`src/rtl/bool_truth_table_sequencer_if.sv`:
```
// rtl/bool_truth_table_sequencer_if.sv - signal bundle between host/unit side and the truth-table sequencer
//
// Purpose: groups the host-side controls/results and the unit-side drive/sense
// signals of bool_truth_table_sequencer into one interface.
// Parameter: N_IN - number of unit inputs (rows = 2^N_IN).
// Signals:
//   start, abort, expected[2^N_IN]    host -> sequencer
//   busy, done, truth_table[2^N_IN],
//   pass, mismatch_idx[N_IN]          sequencer -> host
//   dut_in[N_IN]                      sequencer -> boolean unit
//   dut_y                             boolean unit -> sequencer
//   mismatch_cnt[N_IN+1]              sequencer -> host, only with MISMATCH_COUNT_EN
// Modports: slave = sequencer side, master = host/unit side.
interface bool_truth_table_sequencer_if #(
  parameter int N_IN = 2
);
  localparam int ROWS = 1 << N_IN;

  logic            start;
  logic            abort;
  logic [ROWS-1:0] expected;
  logic [N_IN-1:0] dut_in;
  logic            dut_y;
  logic            busy;
  logic            done;
  logic [ROWS-1:0] truth_table;
  logic            pass;
  logic [N_IN-1:0] mismatch_idx;
`ifdef MISMATCH_COUNT_EN
  logic [N_IN:0]   mismatch_cnt;
`endif

  modport slave (
    input  start, abort, expected, dut_y,
    output dut_in, busy, done, truth_table, pass, mismatch_idx
`ifdef MISMATCH_COUNT_EN
    , output mismatch_cnt
`endif
  );

  modport master (
    output start, abort, expected, dut_y,
    input  dut_in, busy, done, truth_table, pass, mismatch_idx
`ifdef MISMATCH_COUNT_EN
    , input mismatch_cnt
`endif
  );
endinterface

```
`src/rtl/bool_truth_table_sequencer.sv`:
```
// rtl/bool_truth_table_sequencer.sv - sweeps a boolean unit over all input rows and checks its truth table
//
// Purpose: drives every input pattern 0..2^N_IN-1 onto a combinational unit,
// holds each pattern SETTLE cycles, samples the unit output into truth_table,
// and at the end compares against the expected table latched at start.
// Parameters: N_IN (1..6) unit inputs, SETTLE (1..15) hold cycles before sampling.
// Ports:
//   clk    - clock
//   rst_n  - asynchronous active-low reset
//   bus    - bool_truth_table_sequencer_if.slave (start/abort/expected in,
//            busy/done/truth_table/pass/mismatch_idx out, dut_in out, dut_y in)
// Optional feature macro: MISMATCH_COUNT_EN adds bus.mismatch_cnt, the number
// of rows whose captured output differs from the expected table.
module bool_truth_table_sequencer #(
  parameter int N_IN   = 2,
  parameter int SETTLE = 1
) (
  input logic                         clk,
  input logic                         rst_n,
  bool_truth_table_sequencer_if.slave bus
);
  localparam int            ROWS        = 1 << N_IN;
  localparam logic [3:0]    SETTLE_LOAD = 4'(SETTLE - 1);
  localparam logic [N_IN:0] LAST_ROW    = (N_IN + 1)'(ROWS - 1);

  typedef enum logic [1:0] {S_IDLE, S_WAIT, S_SAMPLE, S_DONE} state_e;

  state_e          state_q, state_d;
  logic [N_IN:0]   row_q, row_d;
  logic [3:0]      settle_q, settle_d;
  logic [N_IN-1:0] dut_in_q, dut_in_d;
  logic [ROWS-1:0] exp_q, exp_d;
  logic [ROWS-1:0] tt_q, tt_d;
  logic            pass_q, pass_d;
  logic [N_IN-1:0] idx_q, idx_d;

  // Table as it would look with the current row captured; used both for the
  // SAMPLE write-back and for the verdict computed on the final row's edge.
  logic [ROWS-1:0] tt_capture;
  logic [ROWS-1:0] diff;
  logic [N_IN-1:0] first_diff;
`ifdef MISMATCH_COUNT_EN
  logic [N_IN:0]   cnt_q, cnt_d;
  logic [N_IN:0]   diff_cnt;
`endif

  always_comb begin
    tt_capture                    = tt_q;
    tt_capture[row_q[N_IN-1:0]]   = bus.dut_y;
    diff                          = tt_capture ^ exp_q;
    // Scan downwards so the lowest differing row wins.
    first_diff = '0;
    for (int i = ROWS - 1; i >= 0; i--) begin
      if (diff[i]) first_diff = N_IN'(i);
    end
`ifdef MISMATCH_COUNT_EN
    diff_cnt = '0;
    for (int i = 0; i < ROWS; i++) begin
      diff_cnt = diff_cnt + {{N_IN{1'b0}}, diff[i]};
    end
`endif
  end

  always_comb begin
    state_d  = state_q;
    row_d    = row_q;
    settle_d = settle_q;
    dut_in_d = dut_in_q;
    exp_d    = exp_q;
    tt_d     = tt_q;
    pass_d   = pass_q;
    idx_d    = idx_q;
`ifdef MISMATCH_COUNT_EN
    cnt_d    = cnt_q;
`endif
    case (state_q)
      S_IDLE: begin
        if (bus.start) begin
          state_d  = S_WAIT;
          exp_d    = bus.expected;
          tt_d     = '0;
          pass_d   = 1'b0;
          idx_d    = '0;
          dut_in_d = '0;
          row_d    = '0;
          settle_d = SETTLE_LOAD;
`ifdef MISMATCH_COUNT_EN
          cnt_d    = '0;
`endif
        end
      end
      S_WAIT, S_SAMPLE: begin
        if (bus.abort) begin
          // Abort outranks the SAMPLE capture and discards the partial sweep.
          state_d  = S_IDLE;
          tt_d     = '0;
          pass_d   = 1'b0;
          idx_d    = '0;
          dut_in_d = '0;
          row_d    = '0;
          settle_d = '0;
`ifdef MISMATCH_COUNT_EN
          cnt_d    = '0;
`endif
        end else if (state_q == S_WAIT) begin
          if (settle_q == 4'd0) state_d = S_SAMPLE;
          else                  settle_d = settle_q - 4'd1;
        end else begin
          tt_d = tt_capture;
          if (row_q == LAST_ROW) begin
            state_d = S_DONE;
            pass_d  = (diff == '0);
            idx_d   = first_diff;
`ifdef MISMATCH_COUNT_EN
            cnt_d   = diff_cnt;
`endif
          end else begin
            state_d  = S_WAIT;
            row_d    = row_q + (N_IN + 1)'(1);
            dut_in_d = row_q[N_IN-1:0] + N_IN'(1);
            settle_d = SETTLE_LOAD;
          end
        end
      end
      S_DONE:  state_d = S_IDLE;
      default: state_d = S_IDLE;
    endcase
  end

  always_ff @(posedge clk or negedge rst_n) begin
    if (!rst_n) begin
      state_q  <= S_IDLE;
      row_q    <= '0;
      settle_q <= '0;
      dut_in_q <= '0;
      exp_q    <= '0;
      tt_q     <= '0;
      pass_q   <= 1'b0;
      idx_q    <= '0;
`ifdef MISMATCH_COUNT_EN
      cnt_q    <= '0;
`endif
    end else begin
      state_q  <= state_d;
      row_q    <= row_d;
      settle_q <= settle_d;
      dut_in_q <= dut_in_d;
      exp_q    <= exp_d;
      tt_q     <= tt_d;
      pass_q   <= pass_d;
      idx_q    <= idx_d;
`ifdef MISMATCH_COUNT_EN
      cnt_q    <= cnt_d;
`endif
    end
  end

  assign bus.dut_in       = dut_in_q;
  assign bus.busy         = (state_q == S_WAIT) || (state_q == S_SAMPLE);
  assign bus.done         = (state_q == S_DONE);
  assign bus.truth_table  = tt_q;
  assign bus.pass         = pass_q;
  assign bus.mismatch_idx = idx_q;
`ifdef MISMATCH_COUNT_EN
  assign bus.mismatch_cnt = cnt_q;
`endif
endmodule

```
`src/flat_wrapper.sv`:
```
// flat-port wrapper written by rule: the top's interface ports become plain ports
module bool_truth_table_sequencer_flat 
#(
  parameter int N_IN   = 2,
  parameter int SETTLE = 1
)
  (clk, rst_n, bus_start, bus_abort, bus_expected, bus_dut_y, bus_dut_in, bus_busy, bus_done, bus_truth_table, bus_pass, bus_mismatch_idx);
  bool_truth_table_sequencer_if #(.N_IN(N_IN)) bus_i ();
  input logic clk;
  input logic rst_n;
  input wire logic [$bits(bus_i.start)-1:0] bus_start;
  input wire logic [$bits(bus_i.abort)-1:0] bus_abort;
  input wire logic [$bits(bus_i.expected)-1:0] bus_expected;
  input wire logic [$bits(bus_i.dut_y)-1:0] bus_dut_y;
  output wire logic [$bits(bus_i.dut_in)-1:0] bus_dut_in;
  output wire logic [$bits(bus_i.busy)-1:0] bus_busy;
  output wire logic [$bits(bus_i.done)-1:0] bus_done;
  output wire logic [$bits(bus_i.truth_table)-1:0] bus_truth_table;
  output wire logic [$bits(bus_i.pass)-1:0] bus_pass;
  output wire logic [$bits(bus_i.mismatch_idx)-1:0] bus_mismatch_idx;
  assign bus_i.start = bus_start;
  assign bus_i.abort = bus_abort;
  assign bus_i.expected = bus_expected;
  assign bus_i.dut_y = bus_dut_y;
  assign bus_dut_in = bus_i.dut_in;
  assign bus_busy = bus_i.busy;
  assign bus_done = bus_i.done;
  assign bus_truth_table = bus_i.truth_table;
  assign bus_pass = bus_i.pass;
  assign bus_mismatch_idx = bus_i.mismatch_idx;
  bool_truth_table_sequencer #(.N_IN(N_IN), .SETTLE(SETTLE)) u_core (.clk(clk), .rst_n(rst_n), .bus(bus_i));
endmodule
```
`config.mk`:
```
export PLATFORM = sky130hd
export DESIGN_NAME = bool_truth_table_sequencer_flat
export DESIGN_NICKNAME = d
export VERILOG_FILES = /design/src/rtl/bool_truth_table_sequencer_if.sv /design/src/rtl/bool_truth_table_sequencer.sv /design/src/flat_wrapper.sv
export SDC_FILE = /design/constraint.sdc
export NUM_CORES = 1
export LEC_CHECK = 0
export CAP_MARGIN = 20
export CORE_ASPECT_RATIO = 0.75
export CORE_MARGIN = 2
export CORE_UTILIZATION = 45
export CTS_CLUSTER_DIAMETER = 200
export DETAILED_ROUTE_END_ITERATION = 6
export PLACE_DENSITY_LB_ADDON = 0.05
export SETUP_SLACK_MARGIN = 0.05
export SYNTH_ARGS = -nofsm -noshare
export SYNTH_HDL_FRONTEND = slang
export SYNTH_SLANG_ARGS = --single-unit
```
`constraint.sdc`:
```
create_clock -name clk -period 2 [get_ports clk]
set_clock_uncertainty 0.05 [all_clocks]
set_input_delay 0.4 -clock clk [delete_from_list [all_inputs] [get_ports clk]]
set_output_delay 0.4 -clock clk [all_outputs]
set_load 0.02 [all_outputs]
```
Word-level counts from Yosys, hierarchy flattened
Cells that the tools add are included.
{"block": "word_totals", "ff_bits": 22, "input_bits": 9, "output_inout_bits": 11, "elab_cells": 79}
{"block": "op_classes", "addsub": 3, "order_cmp": 2, "eq_ne": 11, "mux": 41, "bitwise": 1, "reduce_logical": 13}
{"operator": "2-bit 2-to-1 mux", "n": 16}
{"operator": "4-bit 2-to-1 mux", "n": 7}
{"operator": "4-bit one-hot mux with 2 select lines", "n": 2}
{"operator": "3-bit 2-to-1 mux", "n": 4}
{"operator": "4-bit AND reduction", "n": 3}
{"operator": "4-bit zero test", "n": 2}
{"operator": "4-bit != test (second input constant)", "n": 2}
{"operator": "2-bit one-hot mux with 2 select lines", "n": 2}
{"operator": "3-bit != test (second input constant)", "n": 2}
{"operator": "2-bit one-hot mux with 3 select lines", "n": 1}
{"operator": "3-bit one-hot mux with 2 select lines", "n": 1}
{"operator": "1-bit 2-to-1 mux", "n": 5}
{"operator": "4-bit bitwise mux", "n": 1}
{"operator": "2-bit == test (second input constant)", "n": 2}
{"operator": "4-bit by 3-bit != test with 1-bit output (second input constant)", "n": 1}
{"operator": "2-bit AND reduction", "n": 2}
{"operator": "4-bit by 1-bit subtractor with 4-bit output (second input constant)", "n": 1}
{"operator": "4-bit bitwise XOR", "n": 1}
{"operator": "3-bit by 1-bit adder with 3-bit output (second input constant)", "n": 1}
{"operator": "3-bit by 2-bit == test with 1-bit output (second input constant)", "n": 1}
{"operator": "2-bit by 3-bit less-than comparator with 1-bit output (second input constant)", "n": 1}
{"operator": "3-bit by 2-bit != test with 1-bit output (second input constant)", "n": 1}
{"operator": "3-bit AND reduction", "n": 1}
{"operator": "2-bit by 1-bit adder with 2-bit output (second input constant)", "n": 1}
{"operator": "10 further kinds", "n": 10}

Longest topological paths before layout
Gate-level depths: netlist (run 1).
{"block": "logic_depth", "depth_word": 14, "mapped_depth": 7, "ltp_nobuf": 6}

Worst setup path before layout (run 1)
OpenSTA, ideal clock, no wires.
{"block": "synth_timing", "path_type": "reg2reg", "startpoint": "register u_core.state_q[0]", "endpoint": "register u_core.idx_q[1] (netlist: u_core.bus.mismatch_idx[1])", "t_arrival_ns": 2.112, "t_required_ns": 1.872, "slack_ns": -0.240, "path_stages_with_launch": 8, "path_buffers": 1, "synth_period_minus_slack_ns": 2.240, "cell_sequence": "dfrtp_1 inv_1 ha_1 nand2b_1 or4_1 clkbuf_2 or4b_4 o2bb2ai_1"}
{"block": "synth_via", "elab_chain_cells": 4}
{"element": "from (decl)", "line_no": "bool_truth_table_sequencer.sv:28", "text": "state_e state_q, state_d;"}
{"element": "from (signal assigned)", "line_no": "bool_truth_table_sequencer.sv:144", "text": "state_q <= state_d;"}
{"element": "2-bit == test / 2-bit by 1-bit == test with 1-bit output (equally long branches)", "line_no": "bool_truth_table_sequencer.sv:76, bool_truth_table_sequencer.sv:105"}
{"element": "2-bit OR reduction", "line_no": "bool_truth_table_sequencer.sv:76", "text": "case (state_q)"}
{"element": "3-bit != test (no source line), or another cell as far along"}
{"element": "4-bit AND reduction (no source line)"}
{"element": "to (signal assigned)", "line_no": "bool_truth_table_sequencer.sv:151", "text": "idx_q <= idx_d;"}
{"element": "to (decl)", "line_no": "bool_truth_table_sequencer.sv:35", "text": "logic [N_IN-1:0] idx_q, idx_d;"}
Several ways; a longest one is shown, not always the timed one.
A chain may end at the register's enable or synchronous reset.

Final worst setup path (run 1)
{"block": "layout_timing", "startpoint": "register u_core.state_q[0]", "endpoint": "register u_core.pass_q (netlist: u_core.bus.pass)"}
{"block": "layout_via", "elab_chain_cells": 4}
{"element": "2-bit == test / 2-bit by 1-bit == test with 1-bit output (equally long branches)", "line_no": "bool_truth_table_sequencer.sv:76, bool_truth_table_sequencer.sv:105"}
{"element": "2-bit OR reduction", "line_no": "bool_truth_table_sequencer.sv:76"}
{"element": "3-bit != test (no source line), or another cell as far along"}
{"element": "4-bit AND reduction (no source line)"}
{"element": "to (signal assigned)", "line_no": "bool_truth_table_sequencer.sv:150", "text": "pass_q <= pass_d;"}
{"element": "to (decl)", "line_no": "bool_truth_table_sequencer.sv:34", "text": "logic pass_q, pass_d;"}
Several ways; a longest one is shown, not always the timed one.

==> results by group, run 1 <==
Logic synthesis
  – Syn Area/Cell: roughly 11 um2
  – Synthesis Warnings: 0
  – Unique masters post-synth: 34
  – Synth Cell Area: 1180 um2
  – Synth Net Count: between 100 and 150
  – Synth Register Bits: 20
  – Cells after Synth: between 100 and 150
  – Post-synthesis sequential area ratio: about 43%

Routing
  – # DRC: 0
  – Vias per cell: 5.36
  – Via count: 970
  – DR pass1 iterations: 4
  – Wirelength, routed: 2600 um
  – WL per Instance: around 14 um
  – Post-route ant nets: 0
  – Iter 0 DRT Violations: 38

Clock network
  – Num CTS Buffers: 3
  – Num Clock Sinks: 20
  – Clock Latency Late Sink: approximately 330 ps
  – Clk root buf: clkbuf_4
  – H-Tree Depth: 1
  – Clk slew on worst S/H paths: around 130 ps
  – CTS tree: done
  – CTS Buffer Depth: 2

Setup path
  – Critical path's top delay family: simple AND/OR/NAND/NOR gates
  – Crit path max fanout: 4
  – Crit-path max cell delay: 510 ps
  – CP bufs+invs: 1
  – Crit path capture type: flop
  – Critical path class: flop to flop
  – Critical Path Source: u_core.state_q[0]$_DFFE_PN0P_
  – Crit-path cells: inv_2, ha_4, nor2b_4, or4_4, or4b_4, o2bb2ai_2
  – CP required: 2220 ps
  – R2r startpoint: u_core.state_q[0]$_DFFE_PN0P_
  – CP arrival: about 2200 ps
  – Worst setup SP type: flop
  – Slowest CP cell: or4b_4

Timing
  – Final setup fails: 0
  – Worst setup margin: 30.9 ps
  – Final Hold Viols: 0
  – Slew @ Worst Pin: 310 ps
  – Final Max Tran Viols: 0
  – Post-layout min period: 1970 ps
  – RSZ-0062 raised after global routing: yes
  – Period utilization: 98.5%
  – WHS: 346 ps
  – Sum Neg Setup Slack: 0 ps
  – Fmax: 508 MHz
  – Worst slew margin: 79.2%

Placed design
  – Placed inst area: 1530 um2
  – Detail Placement HPWL: 1970 um
  – Final Wtd Congestion: between 0.8 and 0.9
  – Cell Count Post-Placement: 177
  – DP Worst Slack: -252 ps
  – I/O Buffers: 19

Floorplan
  – Starting Density: 46.3%
  – Core area: roughly 2500 um2
  – Die H: 48.3 um
  – FP Rows: 16
  – Die width: 63.0 um
  – Die Area: 3040 um2
  – # IOs: 20

Worst hold path
  – Worst min path class: primary input to asynchronous set/reset pin

Global route
  – All-Layer GR Usage: 18.8%
  – Pin count of the biggest net entering global routing: 21
  – Initial antenna violation count: 0
  – First-pass GRT wire length: 4220 um
  – Vias in the first global route: 875
  – Congestion Overflow GR: 0

Layout
  – Antenna diodes: 0
  – Final net count: approximately 170
  – Final instance area: 1670 um2
  – Fin cells: 181
  – Area delta synth->final: 41.8%
  – Core Util, Final: 65.6%
  – Share of cells above drive strength 1: 39.3%

Pwr
  – Pwr dens: 1430 nW/um2
  – Design Power: 2.39 mW
  – Leak Pwr: 0.716 nW
  – Peak VDD IR: 0.975 mV

Outcome
  – Outcome: finished, final reports clean

Job
  – MaxCap Viol Count: 0
[layout by cell type (no fill, tap or decap), types with 2 or more instances in the layout]
| cell type | n |
|---|---|
| dfrtp_1 | 18 |
| clkdlybuf4s50_1 | 17 |
| buf_4 | 15 |
| inv_1 | 7 |
| mux2_2 | 7 |
| nor2_1 | 5 |
| ha_1 | 5 |
| a21oi_1 | 4 |
| inv_2 | 3 |
| nor3_1 | 3 |
| o21ai_1 | 3 |
| xnor2_1 | 3 |
| mux2i_2 | 3 |
| nand2_1 | 3 |
| o21ai_2 | 3 |
| ha_4 | 3 |
| clkbuf_4 | 3 |
| o2bb2ai_2 | 2 |
| a32o_1 | 2 |
| nor2b_1 | 2 |
| a31o_2 | 2 |
| nand4_1 | 2 |
| o22ai_1 | 2 |
| o2bb2ai_1 | 2 |
| ha_2 | 2 |
| dfrtp_2 | 2 |
[logic make-up after synthesis]
group           Yosys count  synth area share, %
xor+xnor                  4                 2.98
fa+ha+maj                10                 10.6
mux                      11                 10.1
flops                    20                 42.6
buf+inv                  13                 4.89
simple gates             28                 14.9
compound gates           23                 13.9
[per-layer routing]
layer,GRT usage (%),up-vias,share of wire (%)
met2,29.1,37,43
met5,0,-,0
met1,26.3,458,50
met4,5.33,0,1.0
met3,5.08,5,6.1
li1,-,470,-
[state kept, by name, indices dropped and copies added (netlist names)]
name,count
u_core.settle_q,4
u_core.bus.mismatch_idx,2
u_core.bus.pass,1
u_core.exp_q,4
u_core.state_q,2
u_core.bus.truth_table,4
u_core.row_q,3
[path summary, 6_finish.rpt]
check	end	slack, ps	depth (start not counted)
max in group asynchronous	u_core.exp_q[3]$_DFFE_PN0P_	1320	2
max	u_core.bus.pass$_DFFE_PN0P_	30	6
min	u_core.row_q[2]$_DFFE_PN0P_	350	2
min in group clk	u_core.bus.mismatch_idx[0]$_DFFE_PN0P_	470	1
max reg2reg	u_core.bus.pass$_DFFE_PN0P_	30	6
min reg2reg	u_core.bus.mismatch_idx[0]$_DFFE_PN0P_	470	1
[synthesized netlist by cell type, drive strengths merged]
cell	n	share of area [%]
o32ai	1	0.74
and3b	1	0.74
a32o	3	2.6
nand4	2	1.1
o22a	1	0.85
o2bb2ai	4	3.0
nor3	3	1.3
nand3b	1	0.64
nor2b	3	2.2
or4	1	0.64
mux2i	4	3.4
and2b	1	0.64
clkbuf	1	0.43
or3	1	0.64
xor2	1	0.74
nor4	1	0.53
inv	10	3.2
dfrtp	20	43
ha	10	11
a31o	2	1.5
xnor2	3	2.2
nand2b	1	0.53
or2b	1	0.64
a21oi	4	1.7
nor2	6	1.9
nand3	1	0.43
or4b	1	1.2
o22ai	2	1.1
o21ai	6	2.6
nand2	3	0.96
nor4bb	1	0.85
mux2	7	6.7
buf	2	1.3
[report_power, final]
part           total [mW]  internal (mW)  leakage, nW  switching [mW]
combinational        1.41          0.733        0.427           0.675
sequential          0.640          0.525        0.261           0.115
clock               0.344          0.203       0.0279           0.141
total                2.39           1.46        0.716           0.930
[worst register-to-register path: cells and delay by family (launching register included)]
kind	cells	cell delay, ps
AND/OR/NAND/NOR	3	1110
flip-flops	1	430
adder cells (fa/ha/maj)	1	150
AO/OA/AOI/OAI	1	120
buffers and inverters	1	60
[what timing repair did]
action                     in CTS  in global routing
setup endpoints to repair       6                 12
pin swaps                       0                  1
resized for setup               4                 27
buffers inserted                0                  0
hold buffers                    0                  0
[final cells by class]
type | instances | area (um2)
multi-input combinational | 76 | 722
sequential | 20 | 503
tap | 36 | 45.0
inverter | 10 | 37.5
clock buffer | 3 | 22.5
clock inverter | 1 | 30.0
timing repair buffer | 35 | 308
fill | 208 | 875
(Power assumes the default switching activity.)
==> run 2: changes to the inputs <==
- CORE_UTILIZATION: 45 -> 40
==> run 2 against run 1 <==
Sequential power shrank 3.1%. Utilization shrank 7.6 points. Global-route usage shrank 1.7 points. Clock power grew 19%. Largest power group unchanged.
==> results by group, run 2 (synthesis gave the netlist of run 1 again) <==
Routing
  – DR pass1 iterations: 3 (was 4)
  – # DRC: 0 (unchanged)
  – Vias per cell: 4.97 (was 5.36)
  – Iter 0 DRT Violations: 35 (was 38)
  – Via count: 930 (was 970)
  – WL per Instance: 13.2 um (was 14.4 um)
  – Wirelength, routed: 2470 um (was 2600 um)
  – Post-route ant nets: 0 (unchanged)

Clock network
  – Num CTS Buffers: 3 (unchanged)
  – Clock Latency Late Sink: 260 ps (was 330 ps)
  – CTS tree: done (unchanged)
  – Num Clock Sinks: 20 (unchanged)
  – H-Tree Depth: 1 (unchanged)
  – Clk root buf: clkbuf_8 (was clkbuf_4)
  – Clk slew on worst S/H paths: 80 ps (was 130 ps)
  – Post-CTS Setup Inserts: 0 (unchanged)
  – CTS Buffer Depth: 2 (unchanged)

Floorplan
  – Core area: 2870 um2 (was 2540 um2)
  – Die width: 66.6 um (was 63.0 um)
  – Starting Density: 41.0% (was 46.3%)
  – FP Rows: 17 (was 16)
  – # IOs: 20 (unchanged)
  – Die Area: 3390 um2 (was 3040 um2)
  – Die H: 51.0 um (was 48.3 um)

Timing
  – Worst slew margin: 78.1% (was 79.2%)
  – Worst setup margin: 13.4 ps (was 30.9 ps)
  – Fmax: 503 MHz (was 508 MHz)
  – Final setup fails: 0 (unchanged)
  – Slew @ Worst Pin: 326 ps (was 310 ps)
  – Post-layout min period: 1990 ps (was 1970 ps)
  – RSZ-0062 raised after global routing: yes (unchanged)
  – Final Hold Viols: 0 (unchanged)
  – Period utilization: 99.3% (was 98.5%)
  – WHS: 418 ps (was 346 ps)
  – Final Max Tran Viols: 0 (unchanged)

Pwr
  – Net Sw Frac: 37.3% (was 38.9%)
  – Pint: 1.52 mW (was 1.46 mW)
  – Pwr dens: 1460 nW/um2 (was 1430 nW/um2)
  – Design Power: 2.43 mW (was 2.39 mW)
  – Leak Pwr: 0.740 nW (was 0.716 nW)
  – Register share of total power: 25.5% (was 26.8%)
  – Power share of the clock group: 16.8% (was 14.4%)
  – Logic pwr share: 57.6% (was 58.9%)
  – Switch Pwr: 0.907 mW (was 0.930 mW)
  – Peak VDD IR: 0.741 mV (was 0.975 mV)

Placed design
  – DP Worst Slack: -255 ps (was -252 ps)
  – I/O Buffers: 19 (unchanged)
  – Detail Placement HPWL: 1960 um (was 1970 um)
  – Cell Count Post-Placement: 183 (was 177)
  – Final Wtd Congestion: 0.809 (was 0.805)

Global route
  – Initial antenna violation count: 0 (unchanged)
  – Vias in the first global route: 898 (was 875)
  – First-pass GRT wire length: 4270 um (was 4220 um)
  – Congestion Overflow GR: 0 (unchanged)
  – Pin count of the biggest net entering global routing: 21 (unchanged)
  – All-Layer GR Usage: 17.0% (was 18.8%)

Setup path
  – Crit path max fanout: 4 (unchanged)
  – Slowest CP cell: or4b_4 (unchanged)
  – CP required: 2140 ps (was 2220 ps)
  – CP arrival: 2130 ps (was 2190 ps)
  – Crit-path max cell delay: 510 ps (about the same)
  – Crit-path cells: inv_2, ha_4, nand2b_4, or4_4, or4b_4, o2bb2ai_2 (was inv_2, ha_4, nor2b_4, or4_4, or4b_4, o2bb2ai_2)
  – Worst setup SP type: flop (unchanged)
  – Critical path class: flop to flop (unchanged)
  – Crit path capture type: flop (unchanged)

Layout
  – Final net count: 169 (was 165)
  – Area delta synth->final: 41.6% (was 41.8%)
  – Antenna diodes: 0 (unchanged)
  – Share of cells above drive strength 1: 34.2% (was 39.3%)
  – Commonest non-fill, non-tap cells in the layout: buf_4 (20), dfrtp_1 (20), clkdlybuf4s50_1 (17) (was dfrtp_1 (18), clkdlybuf4s50_1 (17), buf_4 (15))
  – Fin cells: 187 (was 181)

Job
  – MaxCap Viol Count: 0 (unchanged)

Outcome
  – Outcome: finished, final reports clean (unchanged)

Worst hold path
  – Worst min path class: primary input to asynchronous set/reset pin (unchanged)
[run 2: cell count changes in the layout (fill, tap and decap cells not counted), moves of 3 or more]
cell      previous run  this run
ha_1                 5         8
clkbuf_4             3         0
clkbuf_8             0         3
buf_4               15        20
[run 2: worst max-delay path: cells and delay by family, from the launching register on]
family / cells / cell delay, ps
buf+inv: 1 / 60
compound gates: 1 / 130
flops: 1 / 420
simple gates: 3 / 980
fa+ha+maj: 1 / 280
[run 2: metal layers]
layer  track usage (%)  vias up  share of wire [%]
li1                  -      478                  -
met1              26.3      435                 55
met2              22.8       15                 41
met3              4.63        2                3.5
met4              5.10        0               0.65
met5                 0        -                  0
[run 2: metrics by stage]
stage	setup TNS, ps	instance area, um2	utilization (%)
final	0	1670	58.0
after detailed placement	-1630	1570	54.6
after floorplan	-146	1200	-
after CTS	0	1650	57.3
after global routing	-165	1670	58.0
after global placement	-1450	1570	54.6
[run 2: power groups by stage]
stage	sequential [mW]	clock [mW]	combinational, mW
2_1_floorplan	0.618	0	0.866
3_3_place_gp	0.627	0	1.35
3_5_place_dp	0.630	0	1.36
4_1_cts	0.623	0.423	1.37
5_1_grt	0.646	0.439	1.56
6_report	0.620	0.409	1.40
[run 2: timing repair]
item	4_1_cts	5_1_grt
pin swaps	0	2
resized for setup	5	11
setup endpoints to repair	6	13
gates cloned	0	0
hold buffers	0	0
[run 2: final cells by class]
type	count	area, um2
multi-input combinational	76	674
clock buffer	3	41.3
fill	254	1210
tap	38	47.5
inverter	10	37.5
timing repair buffer	39	334
clock inverter	1	30.0
sequential	20	500
[run 2: final timing paths]
kind | end | cells after the start | from | slack (ps)
setup / recovery | u_core.bus.pass$_DFFE_PN0P_ | 6 | u_core.state_q[0]$_DFFE_PN0P_ | 10
hold / removal | u_core.settle_q[1]$_DFFE_PN0P_ | 2 | rst_n | 420
setup reg to reg | u_core.bus.pass$_DFFE_PN0P_ | 6 | u_core.state_q[0]$_DFFE_PN0P_ | 10
hold reg to reg | u_core.bus.mismatch_idx[0]$_DFFE_PN0P_ | 1 | u_core.bus.mismatch_idx[0]$_DFFE_PN0P_ | 450
max in group asynchronous | u_core.row_q[1]$_DFFE_PN0P_ | 2 | rst_n | 1270
min in group clk | u_core.bus.mismatch_idx[0]$_DFFE_PN0P_ | 1 | u_core.bus.mismatch_idx[0]$_DFFE_PN0P_ | 450
==> run 3: changes to the inputs <==
- CORE_MARGIN: 2 -> default
- CTS_CLUSTER_DIAMETER: 200 -> 50
==> run 3 against run 2 <==
Global-route usage increased by 1.4 points. Register-to-register slack about the same. Routed wire length up 4.8%. Worst hold slack better by 15 ps. Sequential share of layout area grew 0.14 points. Final cell count shrank 2.7%. Clock power fell by 2%. First-iteration DRC count decreased by 46%. Non-clock buffer count decreased by 3. Critical endpoint unchanged.
==> results by group, run 3 (synthesis gave the netlist of run 1 again) <==
Floorplan
  – FP Rows: 16 (was 17)
  – Starting Density: 43.5% (was 41.0%)
  – Die Area: 3160 um2 (was 3390 um2)
  – # IOs: 20 (unchanged)
  – Core area: 2700 um2 (was 2870 um2)
  – Die H: 49.0 um (was 51.0 um)
  – Die width: 64.6 um (was 66.6 um)

Timing
  – RSZ-0062 raised after global routing: yes (unchanged)
  – Final setup fails: 0 (unchanged)
  – Slew @ Worst Pin: 294 ps (was 326 ps)
  – WHS: 433 ps (was 418 ps)
  – Worst setup margin: 12.9 ps (was 13.4 ps)
  – Period utilization: 99.4% (was 99.3%)
  – Sum Neg Setup Slack: 0 ps (unchanged)
  – Fmax: 503 MHz (about the same)
  – Final Hold Viols: 0 (unchanged)
  – Post-layout min period: 1990 ps (about the same)
  – Worst slew margin: 79.8% (was 78.1%)
  – Final Max Tran Viols: 0 (unchanged)

Global route
  – Vias in the first global route: 976 (was 898)
  – First-pass GRT wire length: 4370 um (was 4270 um)
  – Initial antenna violation count: 0 (unchanged)
  – Congestion Overflow GR: 0 (unchanged)
  – All-Layer GR Usage: 18.5% (was 17.0%)
  – Pin count of the biggest net entering global routing: 21 (unchanged)

Pwr
  – Logic pwr share: 57.6% (about the same)
  – Design Power: 2.44 mW (was 2.43 mW)
  – Power share of the clock group: 16.4% (was 16.8%)
  – Register share of total power: 26.0% (was 25.5%)
  – Pwr dens: 1470 nW/um2 (was 1460 nW/um2)
  – Switch Pwr: 0.911 mW (was 0.907 mW)
  – Leak Pwr: 0.722 nW (was 0.740 nW)
  – Pint: 1.52 mW (about the same)
  – Net Sw Frac: 37.4% (was 37.3%)
  – Peak VDD IR: 0.952 mV (was 0.741 mV)

Placed design
  – Cell Count Post-Placement: 178 (was 183)
  – Final Wtd Congestion: 0.829 (was 0.809)
  – Detail Placement HPWL: 1970 um (was 1960 um)
  – I/O Buffers: 19 (unchanged)
  – Placed inst area: 1540 um2 (was 1570 um2)
  – DP Worst Slack: -290 ps (was -255 ps)

Setup path
  – Critical path class: flop to flop (unchanged)
  – Crit path max fanout: 3 (was 4)
  – Slowest CP cell: or4b_4 (unchanged)
  – Crit-path cells: inv_2, ha_4, nor2b_4, or4_4, or4b_4, o2bb2ai_1 (was inv_2, ha_4, nand2b_4, or4_4, or4b_4, o2bb2ai_2)
  – CP required: 2140 ps (about the same)
  – Crit path capture type: flop (unchanged)
  – CP arrival: 2130 ps (about the same)
  – Crit-path max cell delay: 510 ps (about the same)
  – Worst setup SP type: flop (unchanged)

Layout
  – Commonest non-fill, non-tap cells in the layout: dfrtp_1 (20), clkdlybuf4s50_1 (17), buf_4 (17) (was buf_4 (20), dfrtp_1 (20), clkdlybuf4s50_1 (17))
  – Final instance area: 1660 um2 (was 1670 um2)
  – Core Util, Final: 61.3% (was 58.0%)
  – Share of cells above drive strength 1: 34.2% (about the same)
  – Multi-input logic area: 692 um2 (was 674 um2)
  – Fin cells: 182 (was 187)
  – Final net count: 166 (was 169)
  – FILL cells: 231 (was 254)
  – Antenna diodes: 0 (unchanged)
  – Register area: 500 um2 (unchanged)
  – Area delta synth->final: 41.0% (was 41.6%)
  – Commonest non-fill, non-tap cell in the layout: dfrtp_1

Routing
  – Iter 0 DRT Violations: 19 (was 35)
  – Post-route ant nets: 0 (unchanged)
  – WL per Instance: 14.2 um (was 13.2 um)
  – Via count: 948 (was 930)
  – DR pass1 iterations: 4 (was 3)
  – # DRC: 0 (unchanged)
  – Vias per cell: 5.21 (was 4.97)
  – Wirelength, routed: 2580 um (was 2470 um)

Clock network
  – H-Tree Depth: 1 (unchanged)
  – Post-CTS Setup Inserts: 0 (unchanged)
  – CTS Buffer Depth: 2 (unchanged)
  – Clk slew on worst S/H paths: 80 ps (about the same)
  – Num CTS Buffers: 3 (unchanged)
  – CTS tree: done (unchanged)
  – Num Clock Sinks: 20 (unchanged)
  – Clock Latency Late Sink: 260 ps (about the same)
  – Cts hold-fix bufs: 0 (unchanged)
  – Clk root buf: clkbuf_8 (unchanged)

Outcome
  – Outcome: finished, final reports clean (unchanged)

Job
  – MaxCap Viol Count: 0 (unchanged)

Worst hold path
  – Worst min path class: primary input to asynchronous set/reset pin (unchanged)
run 3: changes by cell type in the layout (fill, tap and decap cells not counted), moves of 2 or more:
| cell | delta |
|---|---|
| buf_4 | -3 |
| ha_1 | -2 |
| ha_2 | +2 |
| o21ai_1 | +2 |
run 3: final timing paths:
check                      slack (ps)                                      to  depth (start not counted)                                   start
max                                10             u_core.bus.pass$_DFFE_PN0P_                          6           u_core.state_q[1]$_DFFE_PN0P_
min in group clk                  450  u_core.bus.mismatch_idx[0]$_DFFE_PN0P_                          1  u_core.bus.mismatch_idx[0]$_DFFE_PN0P_
min reg2reg                       450  u_core.bus.mismatch_idx[0]$_DFFE_PN0P_                          1  u_core.bus.mismatch_idx[0]$_DFFE_PN0P_
min                               430          u_core.settle_q[2]$_DFFE_PN0P_                          2                                   rst_n
max reg2reg                        10             u_core.bus.pass$_DFFE_PN0P_                          6           u_core.state_q[1]$_DFFE_PN0P_
max in group asynchronous        1250             u_core.exp_q[1]$_DFFE_PN0P_                          2                                   rst_n
run 3: worst max-delay path, delay by kind of cell, from the launching register on:
| family | cells | cell delay (ps) |
|---|---|---|
| buffers and inverters | 1 | 70 |
| flip-flops | 1 | 400 |
| AND/OR/NAND/NOR | 3 | 1110 |
| AO/OA/AOI/OAI | 1 | 140 |
| adder cells (fa/ha/maj) | 1 | 160 |
run 3: power by group through the flow:
stage | Clock, mW | Combinational, mW | Sequential, mW
2_1_floorplan | 0 | 0.866 | 0.618
3_3_place_gp | 0 | 1.31 | 0.629
3_5_place_dp | 0 | 1.33 | 0.638
4_1_cts | 0.414 | 1.35 | 0.630
5_1_grt | 0.432 | 1.56 | 0.652
6_report | 0.400 | 1.40 | 0.633
run 3: timing repair:
action                                  CTS  global route
gates resized for setup                   7            13
hold endpoints to repair                  0             0
endpoints found under the setup margin    8            14
gates cloned                              0             0
pin swaps                                 0             2
run 3: area by class of cell:
cell class / instances / area share (%)
Sequential cell: 20 / 30.2
Tap cell: 36 / 2.72
Timing Repair Buffer: 36 / 18.8
Multi-Input combinational cell: 76 / 41.7
Clock inverter: 1 / 1.81
Clock buffer: 3 / 2.49
Inverter: 10 / 2.26
run 3: routing by layer:
layer	track usage (%)	vias up	routed length, um
met5	0	-	0
met4	5.56	0	19
met3	4.21	2	118
met2	29.3	18	1210
met1	25.1	461	1240
li1	-	467	-
